===== config.mk =====
export PLATFORM = sky130hd
export DESIGN_NAME = fetch_stage
export DESIGN_NICKNAME = d
export VERILOG_FILES = /design/src/rtl/fetch_stage.sv
export SDC_FILE = /design/constraint.sdc
export NUM_CORES = 1
export LEC_CHECK = 0
export ABC_AREA = 1
export ABC_CLOCK_PERIOD_IN_PS = 2100
export CAP_MARGIN = 0
export CORE_MARGIN = 2
export CORE_UTILIZATION = 53
export CTS_BUF_LIST = sky130_fd_sc_hd__clkbuf_16
export DETAILED_ROUTE_END_ITERATION = 8
export PLACE_DENSITY = 0.81
export SYNTH_ARGS = -nofsm -noshare
export SYNTH_HDL_FRONTEND = slang
export SYNTH_SLANG_ARGS = --single-unit

===== constraint.sdc =====
create_clock -name clk -period 2.1 [get_ports clk]
set_input_delay 0.42 -clock clk [delete_from_list [all_inputs] [get_ports clk]]
set_output_delay 0.42 -clock clk [all_outputs]
set_load 0.02 [all_outputs]

===== src/rtl/fetch_stage.sv =====
// -----------------------------------------------------------------------------
// fetch_stage
//  Instruction-fetch stage plus IF/ID pipeline register for the pipelined LC-3b.
//  Keeps the PC, issues one instruction-memory read at a time, and hands one
//  instruction per cycle to decode. A one-entry skid buffer absorbs a word that
//  arrives while decode is stalled. A redirect (branch/jump) flushes IF/ID and
//  restarts fetching at the new PC. A read that is already in flight is let
//  finish, and its data is thrown away.
//
//  Ports
//   clk, reset_n       clock, asynchronous active-low reset
//   imem_read/address  read request to instruction memory (one outstanding max)
//   imem_resp/rdata    one-cycle response pulse with the instruction word
//   stall              decode cannot accept; IF/ID holds
//   redirect_valid/pc  flush and refetch from redirect_pc (bit 0 forced to 0)
//   if_valid/ir/pc     IF/ID register contents (if_valid=0 means bubble)
//   if_opcode          if_ir[15:12] for the control ROM
//   if_imm_enable      if_ir[5] for the control ROM
// -----------------------------------------------------------------------------
module fetch_stage #(
   parameter logic [15:0] RESET_PC = 16'h0000
) (
   input  logic        clk,
   input  logic        reset_n,
   output logic        imem_read,
   output logic [15:0] imem_address,
   input  logic        imem_resp,
   input  logic [15:0] imem_rdata,
   input  logic        stall,
   input  logic        redirect_valid,
   input  logic [15:0] redirect_pc,
   output logic        if_valid,
   output logic [15:0] if_ir,
   output logic [15:0] if_pc,
   output logic [3:0]  if_opcode,
   output logic        if_imm_enable
);

   // HOLD    : a word is parked in the skid buffer and no request is issued.
   // DISCARD : a redirect arrived while a read was in flight. The old read
   //           finishes on its original address, and its data is dropped.
   typedef enum logic [1:0] {S_IDLE, S_FETCH, S_HOLD, S_DISCARD} state_t;

   state_t      state_q, state_d;
   logic [15:0] pc_q, pc_d;
   logic [15:0] req_addr_q, req_addr_d;
   logic [15:0] skid_ir_q, skid_ir_d;
   logic [15:0] skid_pc_q, skid_pc_d;
   logic        if_valid_q, if_valid_d;
   logic [15:0] if_ir_q, if_ir_d;
   logic [15:0] if_pc_q, if_pc_d;

   logic [15:0] redir_target;
   logic [15:0] req_plus2;

   assign redir_target = redirect_pc & 16'hFFFE;
   assign req_plus2    = req_addr_q + 16'd2;   // wraps modulo 2^16

   always_comb begin
      state_d    = state_q;
      pc_d       = pc_q;
      req_addr_d = req_addr_q;
      skid_ir_d  = skid_ir_q;
      skid_pc_d  = skid_pc_q;
      if_ir_d    = if_ir_q;
      if_pc_d    = if_pc_q;
      // When decode consumes the entry, or a flush occurs, IF/ID becomes a bubble.
      // A delivery below changes it back to a valid entry.
      if_valid_d = (redirect_valid || !stall) ? 1'b0 : if_valid_q;

      case (state_q)
         S_IDLE: begin
            state_d = S_FETCH;
            if (redirect_valid) begin
               pc_d       = redir_target;
               req_addr_d = redir_target;
            end
         end
         S_FETCH: begin
            if (redirect_valid) begin
               pc_d = redir_target;
               if (imem_resp) begin
                  // The read completes now, so the new fetch can start immediately.
                  req_addr_d = redir_target;
               end else begin
                  state_d = S_DISCARD;
               end
            end else if (imem_resp) begin
               pc_d       = req_plus2;
               req_addr_d = req_plus2;
               if (!stall) begin
                  if_valid_d = 1'b1;
                  if_ir_d    = imem_rdata;
                  if_pc_d    = req_addr_q;
               end else begin
                  skid_ir_d = imem_rdata;
                  skid_pc_d = req_addr_q;
                  state_d   = S_HOLD;
               end
            end
         end
         S_HOLD: begin
            if (redirect_valid) begin
               pc_d       = redir_target;
               req_addr_d = redir_target;
               state_d    = S_FETCH;
            end else if (!stall) begin
               if_valid_d = 1'b1;
               if_ir_d    = skid_ir_q;
               if_pc_d    = skid_pc_q;
               state_d    = S_FETCH;
            end
         end
         S_DISCARD: begin
            // req_addr must stay fixed until the stale read returns.
            if (redirect_valid) pc_d = redir_target;
            if (imem_resp) begin
               req_addr_d = redirect_valid ? redir_target : pc_q;
               state_d    = S_FETCH;
            end
         end
         default: state_d = S_IDLE;
      endcase
   end

   always_ff @(posedge clk or negedge reset_n) begin
      if (!reset_n) begin
         state_q    <= S_IDLE;
         pc_q       <= RESET_PC;
         req_addr_q <= RESET_PC;
         skid_ir_q  <= 16'h0000;
         skid_pc_q  <= 16'h0000;
         if_valid_q <= 1'b0;
         if_ir_q    <= 16'h0000;
         if_pc_q    <= 16'h0000;
      end else begin
         state_q    <= state_d;
         pc_q       <= pc_d;
         req_addr_q <= req_addr_d;
         skid_ir_q  <= skid_ir_d;
         skid_pc_q  <= skid_pc_d;
         if_valid_q <= if_valid_d;
         if_ir_q    <= if_ir_d;
         if_pc_q    <= if_pc_d;
      end
   end

   assign imem_read     = (state_q == S_FETCH) || (state_q == S_DISCARD);
   assign imem_address  = req_addr_q;
   assign if_valid      = if_valid_q;
   assign if_ir         = if_ir_q;
   assign if_pc         = if_pc_q;
   assign if_opcode     = if_ir_q[15:12];
   assign if_imm_enable = if_ir_q[5];

endmodule

==> results by group, run 1 <==
Timing
  – Worst slew pin tran: about 0.45 ns
  – Final hold vios: 0
  – Final min period: between 2 and 2.5 ns
  – Final period util: between 90% and 100%
  – Final TNS setup: 0 ns
  – Max-slew violations: 0
  – RSZ-0062 raised after global routing: no
  – Worst rel slew slack: 70.1%
  – Endpoints failing setup: 0
  – Fin Clk Skew: 0.00940 ns
  – Fmax: approximately 0.50 GHz

Synthesis
  – FFs w/ async S/R, synth: 100%
  – Sequential fraction of the synthesis area: between 40% and 50%
  – Multiplexer share of the synthesized area: under 10%
  – Netlist cell types: 30
  – Compound-gate portion of the synthesized area: 14.1%
  – Syn. warnings: 0
  – Mapped cell area: 0.00504 sq mm
  – Adder-cell share of the synthesized area: ~1.2%
  – Top FF cell, synth: dfrtp_1
  – Largest family of logic cells by synthesized area: simple AND/OR/NAND/NOR gates
  – Simple-gate share of the synthesized area: a little under a quarter
  – #FFs+latches synth: just under 100
  – XOR/XNOR Fraction of Synth Area: 0%
  – Syn avg cell area: between 7 and 8 sq um
  – Synth Net Count: about 680
  – Post-Synthesis Cells: 635
  – Number of flops mapped to enable cells by yosys: 0

Floorplanning
  – Ports: 92
  – Rows: 35
  – Die Y: around 100 um
  – Die area: around 0.01 sq mm
  – Die width: roughly 100 um
  – Core area: about 0.0092 sq mm
  – Starting Density: around 55%

Global routing
  – First-pass GRT wire length: ~21 mm
  – GRT Resource Usage Total: 25.9%
  – Initial antenna violation count: 0
  – GRT overflow: 0
  – Vias in the first global route: 4541
  – Largest net degree at the start of global routing: 65

Final layout
  – Fin cells: 864
  – Share of post-route cells with drive strength above 1: 8.71%
  – Sequential cell area: approximately 0.0025 sq mm
  – Fill cell count: 736
  – Synthesis-to-finish area growth: 28.6%
  – Post-layout net count: ~770
  – Ant diodes: 0
  – Multi-input logic area: roughly 0.0022 sq mm

Clocking
  – Post-CTS Setup Inserts: 0
  – Worst-path clk slew: around 0.070 ns
  – Clock tree from TritonCTS: built
  – H-tree depth: 3
  – Latest clock arrival within the worst-skew pair: ~0.34 ns
  – CTS Sinks: 99
  – CTS max path bufs: 2
  – Root Driver: clkbuf_16
  – Num CTS Buffers: 9

Place
  – Placed wire-length estimate: 8.97 mm
  – Placer Congestion: around 0.94
  – DP Cell Count: between 800 and 900
  – Number of buffers added on ports: 90

Drt
  – 1st-iter DRT viols: 250
  – Drt drc: 0
  – DRT antenna net count: 0
  – Vias: 4750
  – DRT Wirelength: 13.0 mm
  – DR pass1 iterations: 5
  – Drt wl/cell: roughly 15 um
  – Via-per-instance ratio: between 5 and 6

Setup path
  – Required @ worst endpoint: around 2.3 ns
  – Worst Path Max Fanout: 32
  – Max incr delay on CP: approximately 0.38 ns
  – Cell mode on critical path: buf_4
  – CP Launch Type: flop
  – Crit end category: flop
  – Crit-path cells: inv_1, ha_1, inv_2, buf_4, buf_4, nand3_1, nand2_2, buf_12, nor2_1, a31oi_1
  – Crit path kind: flop to flop
  – Slowest CP cell: dfrtp_1
  – CP arrival: between 2 and 2.5 ns

Power and ir drop
  – Design Power: about 10000 uW
  – Leak: around 0.003 uW
  – Worst VDD drop: around 0.00085 V
  – Pwr per Cell Area: about 1600 mW/mm^2

Run status
  – Status: finished clean

Hold path
  – Worst Hold Class: flop to flop

Flow run
  – Maxcap violations: 0
synthesized netlist by cell type, types with 5 or more instances:
cell type	number	area share [%]
a21oi_1	32	3.2
a22oi_1	5	0.75
a31oi_1	41	5.1
buf_2	18	1.8
buf_4	7	1.0
clkbuf_1	10	0.75
dfrtp_1	99	49
ha_1	5	1.2
inv_1	41	3.1
inv_2	6	0.45
mux2_1	14	3.1
mux2_2	5	1.1
nand2_1	199	15
nand3_1	15	1.5
nor2_1	73	5.4
o21ai_0	30	3.0
o21ai_1	11	1.1
through the flow:
stage	util [%]	cell area [sq um]	hold WS (ns)	worst slack, ns
6_report	70.1	6470	0.489	0.0931
2_1_floorplan	-	5040	0.124	0.375
4_1_cts	69.8	6450	0.489	0.116
5_1_grt	70.1	6470	0.505	0.00544
3_3_place_gp	66.6	6160	0.359	0.135
3_5_place_dp	66.6	6160	0.358	0.115
state kept, by name, summed over array words and instances, names as in the netlist:
name          flops
if_valid          1
imem_address     16
pc_q             16
if_ir            16
if_pc            16
skid_pc_q        16
state_q           2
skid_ir_q        16
cells by family after synthesis:
kind of cell             Yosys count
flip-flops                        99
AND/OR/NAND/NOR                  301
adder cells (fa/ha/maj)            5
multiplexers                      19
buffers and inverters             85
AO/OA/AOI/OAI                    126
final timing paths:
kind / start / to / slack, ns / depth (start not counted)
worst max-delay path: state_q[1] / if_ir[10] / 0.09 / 10
worst min-delay path: skid_pc_q[5] / skid_pc_q[5] / 0.49 / 2
worst max register to register: state_q[1] / if_ir[10] / 0.09 / 10
worst min register to register: skid_pc_q[5] / skid_pc_q[5] / 0.49 / 2
max in group asynchronous: reset_n / imem_address[7] / 1.00 / 3
min in group asynchronous: reset_n / if_ir[13] / 0.54 / 2
cell usage in the layout, fill, tap and decap left out, types with 6 or more instances in the layout:
cell,n
nand3_1,15
clkdlybuf4s50_1,88
o21ai_1,11
a31oi_1,41
a21oi_1,32
inv_2,6
inv_1,41
mux2_1,14
nand2_1,199
dfrtp_1,99
nor2_1,73
o21ai_0,30
clkbuf_16,10
buf_4,27
where the power goes:
part	switching, uW	internal (uW)	leakage (uW)
clock network	762	823	0.000137
registers	704	2840	0.00118
logic	2990	2180	0.00171
total	4460	5850	0.00302
worst max-delay path: cells and delay by family, from the launching register on:
family,cells,cell delay [ns]
compound gates,1,0.21
buf+inv,5,0.78
fa+ha+maj,1,0.21
simple gates,3,0.33
flops,1,0.38
final cells by class:
class                      count  share of cell area (%)
clock inverter                 7                   0.928
multi-input combinational    451                    33.7
sequential                    99                    38.3
inverter                      48                    2.78
clock buffer                   9                    3.48
timing repair buffer         121                    18.3
tap                          129                    2.49
per-layer routing:
metal | wire length, um | global-route usage, % | vias to the layer above
met5 | 0 | 0 | -
met4 | 321 | 9.25 | 0
met3 | 987 | 3.38 | 34
met2 | 6130 | 42.6 | 225
met1 | 5580 | 35.4 | 2206
li1 | - | - | 2285
what timing repair did:
action,in CTS,in global routing
cloned,0,1
gates resized for setup,1,0
hold buffers,1,0
setup endpoints to repair,1,2
endpoints found under the hold margin,10,0
Note: power is estimated with default switching activity, not from simulation.
==> run 2: changes to the inputs <==
CELL_PAD_IN_SITES_DETAIL_PLACEMENT = 1   (was not set)
CELL_PAD_IN_SITES_GLOBAL_PLACEMENT = 1   (was not set)
CORE_UTILIZATION = 39   (was 53)
PLACE_DENSITY = 0.86   (was 0.81)
==> run 2 against run 1 <==
Maximum frequency shrank 0.41%; power is 4.8% higher; worst setup slack worse by 0.0083 ns; via count is 2.4% higher; die area is 34% higher; combinational power rose by 5.0%; critical endpoint is now if_ir[6]; highest routed layer unchanged.
==> results by group, run 2 (synthesis results as in run 1) <==
Floorplanning
  – Die width: between 100 and 150 um
  – Starting Density: ~40%
  – Die area: ~0.014 sq mm
  – Rows: a little over 40
  – Ports: 92
  – Die Y: roughly 120 um
  – Core area: 0.0126 sq mm

Final layout
  – Share of post-route cells with drive strength above 1: a little under a tenth
  – Ant diodes: 0
  – Most frequent cells in the layout: 199 x nand2_1, 99 x dfrtp_1, 88 x clkdlybuf4s50_1
  – Synthesis-to-finish area growth: 31.2%
  – Fill cell count: around 1500
  – Final Instance Area: around 0.0066 sq mm
  – Post-layout net count: around 780
  – Most common cell after layout, fill and taps aside: nand2_1
  – Post-Route Utilization: 52.3%

Timing
  – Final WS setup: approximately 0.085 ns
  – Worst rel slew slack: 65.9%
  – Final min period: between 2 and 2.5 ns
  – Fmax: 0.496 GHz
  – Final hold vios: 0
  – Endpoints failing setup: 0
  – Worst slew pin tran: a little over 0.5 ns
  – Fin Clk Skew: 0.00780 ns
  – Max-slew violations: 0
  – Final TNS setup: 0 ns
  – Final period util: a little over nine tenths

Setup path
  – Crit end category: flop
  – Required @ worst endpoint: 2.34 ns
  – R2R Path Start: state_q[1]
  – Worst r2r dst: if_ir[6]
  – Flop2flop setup slack: between 0.08 and 0.09 ns
  – R2R depth: 10
  – CP Launch Type: flop
  – Crit path kind: flop to flop
  – CP arrival: between 2 and 2.5 ns
  – Worst Path Max Fanout: 24

Clocking
  – Root Driver: clkbuf_16
  – CTS Sinks: 99
  – H-tree depth: 3
  – Num CTS Buffers: 9
  – Clock tree from TritonCTS: built
  – Hold Buf Count CTS: 0
  – Worst-path clk slew: 0.07 ns
  – Latest clock arrival within the worst-skew pair: between 0.3 and 0.4 ns
  – Post-CTS Setup Inserts: 0
  – CTS max path bufs: 2

Place
  – Placer Congestion: 0.878
  – Placed Area: approximately 0.0063 sq mm
  – Placed wire-length estimate: between 10 and 15 mm
  – DP Worst Slack: -0.0247 ns
  – Number of buffers added on ports: 90

Drt
  – DRT Wirelength: 16.0 mm
  – Drt drc: 0
  – Via-per-instance ratio: 5.35
  – Drt wl/cell: 17.6 um
  – DR pass1 iterations: 4
  – Vias: around 4900
  – DRT antenna net count: 0
  – 1st-iter DRT viols: around 270

Power and ir drop
  – Pwr per Cell Area: between 1500 and 2000 mW/mm^2
  – Design Power: approximately 11000 uW
  – Worst VDD drop: roughly 0.00071 V
  – Leak: 0.00306 uW

Global routing
  – Met1 Track Usage GR: around 30%
  – GRT overflow: 0
  – Met2 Use GR: ~40%
  – Met3 usage: under 10%
  – Busiest grt layer: met2
  – Initial antenna violation count: 0
  – First-pass GRT wire length: around 26 mm
  – Largest net degree at the start of global routing: just under 50
  – Vias in the first global route: 5170
  – GRT Resource Usage Total: about a quarter

Run status
  – Status: finished clean

Hold path
  – Worst Hold Class: primary input to async pin

Flow run
  – Maxcap violations: 0
## run 2: worst max-delay path by stage
stage                   startpoint          endpoint  slack [ns]
finish                  state_q[1]          if_ir[6]        0.08
global route            state_q[1]          if_ir[6]       -0.01
CTS                     state_q[1]         imem_read        0.03
detailed placement  redirect_valid          if_ir[6]       -0.02
global placement         imem_resp  imem_address[13]        0.06
floorplan               state_q[1]         imem_read        0.38
## run 2: metal layers
| layer | routed length [um] | vias to the layer above |
|---|---|---|
| met5 | 0 | - |
| met4 | 340 | 0 |
| met3 | 666 | 26 |
| met2 | 8060 | 147 |
| met1 | 6960 | 2419 |
| li1 | - | 2272 |
## run 2: layout make-up
type                            count  area [sq um]  area share (%)
Multi-Input combinational cell    451          2190            33.1
Tap cell                          172           215            3.26
Clock buffer                        9           225            3.41
Clock inverter                      6          90.1            1.36
Timing Repair Buffer              124          1220            18.5
Inverter                           48           185            2.80
Sequential cell                    99          2480            37.5
## run 2: what timing repair did
item / CTS / global route
resized for setup: 2 / 7
endpoints found under the setup margin: 3 / 26
cloned: 0 / 1
## run 2: report_power, final
group          internal (uW)  switching, uW  leakage (uW)
clock network           1040            749      0.000154
logic                   2240           3190       0.00173
registers               2840            736       0.00118
total                   6130           4670       0.00306
## run 2: through the flow
stage / hold slack [ns] / std cells
after global placement: 0.424 / 893
after floorplan: 0.124 / 635
after CTS: 0.0523 / 908
final: 0.0333 / 909
after global routing: 0.0653 / 909
after detailed placement: 0.427 / 893
## run 2: critical path: stages (launching register included)
cell	delay (ns)
dfrtp_1	0.41
inv_1	0.11
ha_1	0.21
buf_4	0.25
nand2_1	0.12
inv_2	0.08
nand2_1	0.09
nand2_4	0.17
buf_12	0.19
nor2_1	0.06
a31oi_1	0.21
==> edit 1 (flow settings as in run 1) <==
The 4 states of `state_t` get a one-hot encoding in 4 bits.
--- a/src/rtl/fetch_stage.sv
+++ b/src/rtl/fetch_stage.sv
@@ -41,3 +41,3 @@
    //           finishes on its original address, and its data is dropped.
-   typedef enum logic [1:0] {S_IDLE, S_FETCH, S_HOLD, S_DISCARD} state_t;
+   typedef enum logic [3:0] {S_IDLE = 4'b0001, S_FETCH = 4'b0010, S_HOLD = 4'b0100, S_DISCARD = 4'b1000} state_t;
 
Function: no difference found for any inputs over 4 cycles, from zero or initial values and one cycle with reset_n low; so few cycles prove little.
==> edit 1 against run 1 <==
  * Sequential cell count increased by 2
  * Die area increased by 2.7%
  * Power shrank 1.2%
  * First-iteration DRC count rose by 34%
  * Worst setup slack better by 0.052 ns
  * Area after synthesis rose by 2.9%
  * Sequential share of layout area increased by 0.51 points
  * Routed wire length shrank 3.0%
  * Design area up 0.73%
==> edit 1: results (changes against run 1) <==
## Status
- **result of the run** finished, final reports clean, unchanged

## Critical path
- **endpoint arrival time on the critical path** 1.54 ns, was 2.25 ns
- **cell family with most CP delay** flip-flops, was buffers and inverters
- **worst reg-to-reg setup slack** 0.20 ns, was 0.09 ns
- **max incr delay on CP** 0.43 ns, was 0.38 ns

## Power and ir drop
- **total leakage power** 3.18 nW, was 3.02 nW
- **net switching power** 4.32 mW, was 4.46 mW
- **Max rail drop VDD** 0.913 mV, was 0.855 mV

## Placement
- **number of instances in the placed design** 878, was 846
- **global placer's final weighted congestion** 0.899, was 0.939
- **sum of net half-perimeters after detailed placement** 8820 um, was 8970 um
- **Post-Place Cell Area** 0.00620 mm2, was 0.00616 mm2
- **minimum setup slack after placement** 0.0132 ns, was 0.115 ns

## Global routing
- **Total GRT Usage** 0.253, was 0.259
- **global-route wire length before repair** 21200 um, was 21300 um
- **maximum number of pins on one net before global-route repair** 67, was 65
- **antenna violations before repair** 0, unchanged

## Finish
- **Total Nets Final** 794, was 772
- **fraction of layout cells with a size suffix above 1** 0.0710, was 0.0871
- **total of fill cells in the finished design** 787, was 736
- **Antenna diodes** 0, unchanged
- **non-filler cells, final** 894, was 864

## Yosys
- **Commonest cells post-synth** sky130_fd_sc_hd__nand2_1 (234), sky130_fd_sc_hd__dfrtp_1 (100), sky130_fd_sc_hd__o21ai_0 (78), was sky130_fd_sc_hd__nand2_1 (199), sky130_fd_sc_hd__dfrtp_1 (99), sky130_fd_sc_hd__nor2_1 (73)
- **number of nets in the synthesized netlist** 716, was 677
- **syn_area_per_cell** 7.64 um2, was 7.93 um2
- **number of distinct standard cells referenced by the synthesized netlist** 33, was 30
- **most area-consuming cells after synthesis** sky130_fd_sc_hd__dfrtp_1 (48%), sky130_fd_sc_hd__nand2_1 (17%), sky130_fd_sc_hd__o21ai_0 (7.5%), sky130_fd_sc_hd__o21ai_1 (3.8%), sky130_fd_sc_hd__nor2_1 (3.0%), was sky130_fd_sc_hd__dfrtp_1 (49%), sky130_fd_sc_hd__nand2_1 (15%), sky130_fd_sc_hd__nor2_1 (5.4%), sky130_fd_sc_hd__a31oi_1 (5.1%), sky130_fd_sc_hd__a21oi_1 (3.2%)
- **part of the Yosys area used for sequential elements** 0.488, was 0.492

## Route
- **number of DRC markers after the initial detailed-route iteration** 336, was 250
- **Initial DRT Pass Iterations** 4, was 5
- **total via count after detailed routing** 4865, was 4750
- **total routed wirelength** 12600 um, was 13000 um

## Hold path
- **class of the tightest hold or removal check** in2async, was reg2reg

## STA
- **Final Skew** 0.00425 ns, was 0.00940 ns
- **actual slew at the worst max-slew pin** 0.543 ns, was 0.448 ns
- **post-route worst hold slack** 0.0195 ns, was 0.489 ns

## edit 1: cells by family (layout without fill, tap and decap cells)
group / count (synthesis) / in the layout / share of synthesized area
compound gates: 167 / 167 / 0.173
flops: 101 / 101 / 0.488
xor+xnor: 1 / 1 / 0.00169
buf+inv: 86 / 169 / 0.0758
fa+ha+maj: 1 / 1 / 0.00242
simple gates: 322 / 322 / 0.259
## edit 1: how the worst max path moves through the flow
stage / to / slack [ns] / cells past startpoint
final: imem_read / 0.14 / 4
after global routing: imem_read / 0.06 / 4
after CTS: imem_read / 0.13 / 4
after detailed placement: imem_address[11] / 0.01 / 10
after global placement: imem_address[11] / 0.11 / 10
after floorplan: imem_address[13] / 0.52 / 10
## edit 1: area by class of cell
| type | count | area [um2] | area share |
|---|---|---|---|
| Inverter | 48 | 188 | 0.0288 |
| Sequential cell | 101 | 2530 | 0.388 |
| Tap cell | 133 | 166 | 0.0255 |
| Timing Repair Buffer | 105 | 1060 | 0.162 |
| Clock buffer | 9 | 225 | 0.0345 |
| Multi-Input combinational cell | 491 | 2260 | 0.347 |
| Clock inverter | 7 | 91.3 | 0.0140 |
## edit 1: repair_timing
item | 4_1_cts | 5_1_grt
setup endpoints to repair | 2 | 0
buffers inserted | 0 | 0
gates resized for setup | 2 | 0
## edit 1: power by group through the flow
stage	Combinational (mW)	Clock [mW]	Sequential, mW
final	4.97	1.76	3.45
after global routing	5.54	1.87	3.56
after CTS	4.97	1.78	3.44
after detailed placement	4.94	0	3.47
after global placement	4.75	0	3.42
after floorplan	2.80	0	3.86
## edit 1: routing by layer
metal / vias up / global-route usage / share of wire
met5: - / 0 / 0
met1: 2257 / 0.339 / 0.44
li1: 2370 / - / -
met3: 26 / 0.0407 / 0.076
met4: 0 / 0.100 / 0.020
met2: 212 / 0.415 / 0.47
==> edit 2 (settings of run 1) <==
Without the edit above. Reset style: synchronous (`reset_n`), changed in one clocked block. Comments in the files are not updated.
--- a/src/rtl/fetch_stage.sv
+++ b/src/rtl/fetch_stage.sv
@@ -125,3 +125,3 @@
 
-   always_ff @(posedge clk or negedge reset_n) begin
+   always_ff @(posedge clk) begin
       if (!reset_n) begin
Behaviour: differs if reset_n is asserted again (counterexample within 4 cycles, from zero or initial values and one cycle with reset_n low); with reset_n held inactive, the same outputs for 4 cycles.
==> edit 2 against run 1 <==
  * Sequential cell count unchanged
  * Routed wire length down 0.78%
  * Worst setup slack better by 0.020 ns
  * Count of clock-buffer cells in the layout unchanged
  * Sequential share of layout area down 5.9 points
  * Clock skew down 0.0028 ns
  * Area after synthesis down 3.4%
  * Design area down 5.5%
  * Maximum frequency up 1.0%
Power is not compared: it rests on default switching activity, and its combinational part moved more than twofold at a synthesized area within 25%.
==> edit 2: results (changes against run 1) <==
## Global routing
- **met3 Usage GRT** 0.0543, was 0.0338
- **maximum number of pins on one net before global-route repair** 100, was 65
- **met2 Resource Use GR** 0.422, was 0.426
- **global-route wire length before repair** 20900 um, was 21300 um
- **GR Layer Usage met1** 0.337, was 0.354
- **vias in the first global route** 4520, was 4541

## Status
- **result of the run** finished, final reports clean, unchanged

## Yosys
- **number of nets in the synthesized netlist** 756, was 677
- **most area-consuming cells after synthesis** sky130_fd_sc_hd__dfxtp_1 (41%), sky130_fd_sc_hd__nand2_1 (12%), sky130_fd_sc_hd__o21ai_0 (12%), sky130_fd_sc_hd__a21oi_1 (9.1%), sky130_fd_sc_hd__inv_1 (5.3%), was sky130_fd_sc_hd__dfrtp_1 (49%), sky130_fd_sc_hd__nand2_1 (15%), sky130_fd_sc_hd__nor2_1 (5.4%), sky130_fd_sc_hd__a31oi_1 (5.1%), sky130_fd_sc_hd__a21oi_1 (3.2%)
- **share of the synthesized area in compound gates (AO/OA/AOI/OAI)** 0.257, was 0.141
- **syn_area_per_cell** 6.82 um2, was 7.93 um2
- **number of distinct standard cells referenced by the synthesized netlist** 29, was 30
- **portion of netlist area occupied by mux cells** 0, was 0.0425
- **FFs w/ async S/R, synth** 0, was 1.00

## Critical path
- **endpoint arrival time on the critical path** 1.57 ns, was 2.25 ns
- **Reg-to-Reg Start** state_q[1], unchanged

## Route
- **total routed wirelength** 12900 um, was 13000 um
- **met2 WL** 5930 um, was 6130 um
- **total via count after detailed routing** 4976, was 4750
- **number of DRC markers after the initial detailed-route iteration** 238, was 250
- **vias per cell** 5.52, was 5.50
- **met1 wire length** 5610 um, was 5580 um

## STA
- **Final Skew** 0.00657 ns, was 0.00940 ns
- **post-route worst hold slack** 0.442 ns, was 0.489 ns

## Placement
- **number of instances in the placed design** 886, was 846
- **Post-Place Cell Area** 0.00584 mm2, was 0.00616 mm2
- **global placer's final weighted congestion** 0.867, was 0.939
- **sum of net half-perimeters after detailed placement** 8680 um, was 8970 um

## Hold path
- **worst hold path endpoint** if_ir[9], was skid_pc_q[5]
- **Hold Path Origin** if_ir[9], was skid_pc_q[5]

## Finish
- **Total Nets Final** 831, was 772

[edit 2: cell types whose count changed in the layout (fill, tap and decap cells not counted), moves of 11 or more]
| cell | change |
|---|---|
| sky130_fd_sc_hd__a21oi_1 | +56 |
| sky130_fd_sc_hd__a31oi_1 | -37 |
| sky130_fd_sc_hd__buf_4 | -11 |
| sky130_fd_sc_hd__dfrtp_1 | -99 |
| sky130_fd_sc_hd__dfxtp_1 | +99 |
| sky130_fd_sc_hd__inv_1 | +28 |
| sky130_fd_sc_hd__mux2_1 | -14 |
| sky130_fd_sc_hd__nand2_1 | -40 |
| sky130_fd_sc_hd__nor2_1 | -17 |
| sky130_fd_sc_hd__o21ai_0 | +85 |
[edit 2: worst reg2reg max path: cells and delay by family, from the launching register on]
family	cells	cell delay, ns
fa+ha+maj	1	0.21
buf+inv	3	0.35
flops	1	0.37
simple gates	6	0.99
[edit 2: worst max path at each step]
stage	endpoint	cells after the start	slack, ns
3_5_place_dp	skid_ir_q[0]	9	0.05
2_1_floorplan	imem_read	6	0.47
5_1_grt	imem_address[12]	8	0.04
3_3_place_gp	skid_ir_q[14]	9	0.1
4_1_cts	imem_read	5	0.11
6_report	imem_read	5	0.11
[edit 2: area by class of cell]
class                   instances  area, um2
clock inverters                 7       58.8
repair buffers                110       1090
well taps                     108        135
inverters                      76        285
multi-input cells             493       2340
fillers                       757       2690
clock buffers                   9        225
flip-flops and latches         99       1980
[edit 2: power groups by stage]
stage	sequential (mW)	clock (mW)	combinational (mW)
finish	2.41	1.59	2.11
CTS	2.40	1.61	2.09
global route	2.44	1.69	2.31
detailed placement	2.44	0	2.08
floorplan	2.58	0	1.12
global placement	2.42	0	2.03
[edit 2: logic make-up after synthesis]
group	Yosys count
simple gates	252
buf+inv	122
flops	99
compound gates	236
fa+ha+maj	5
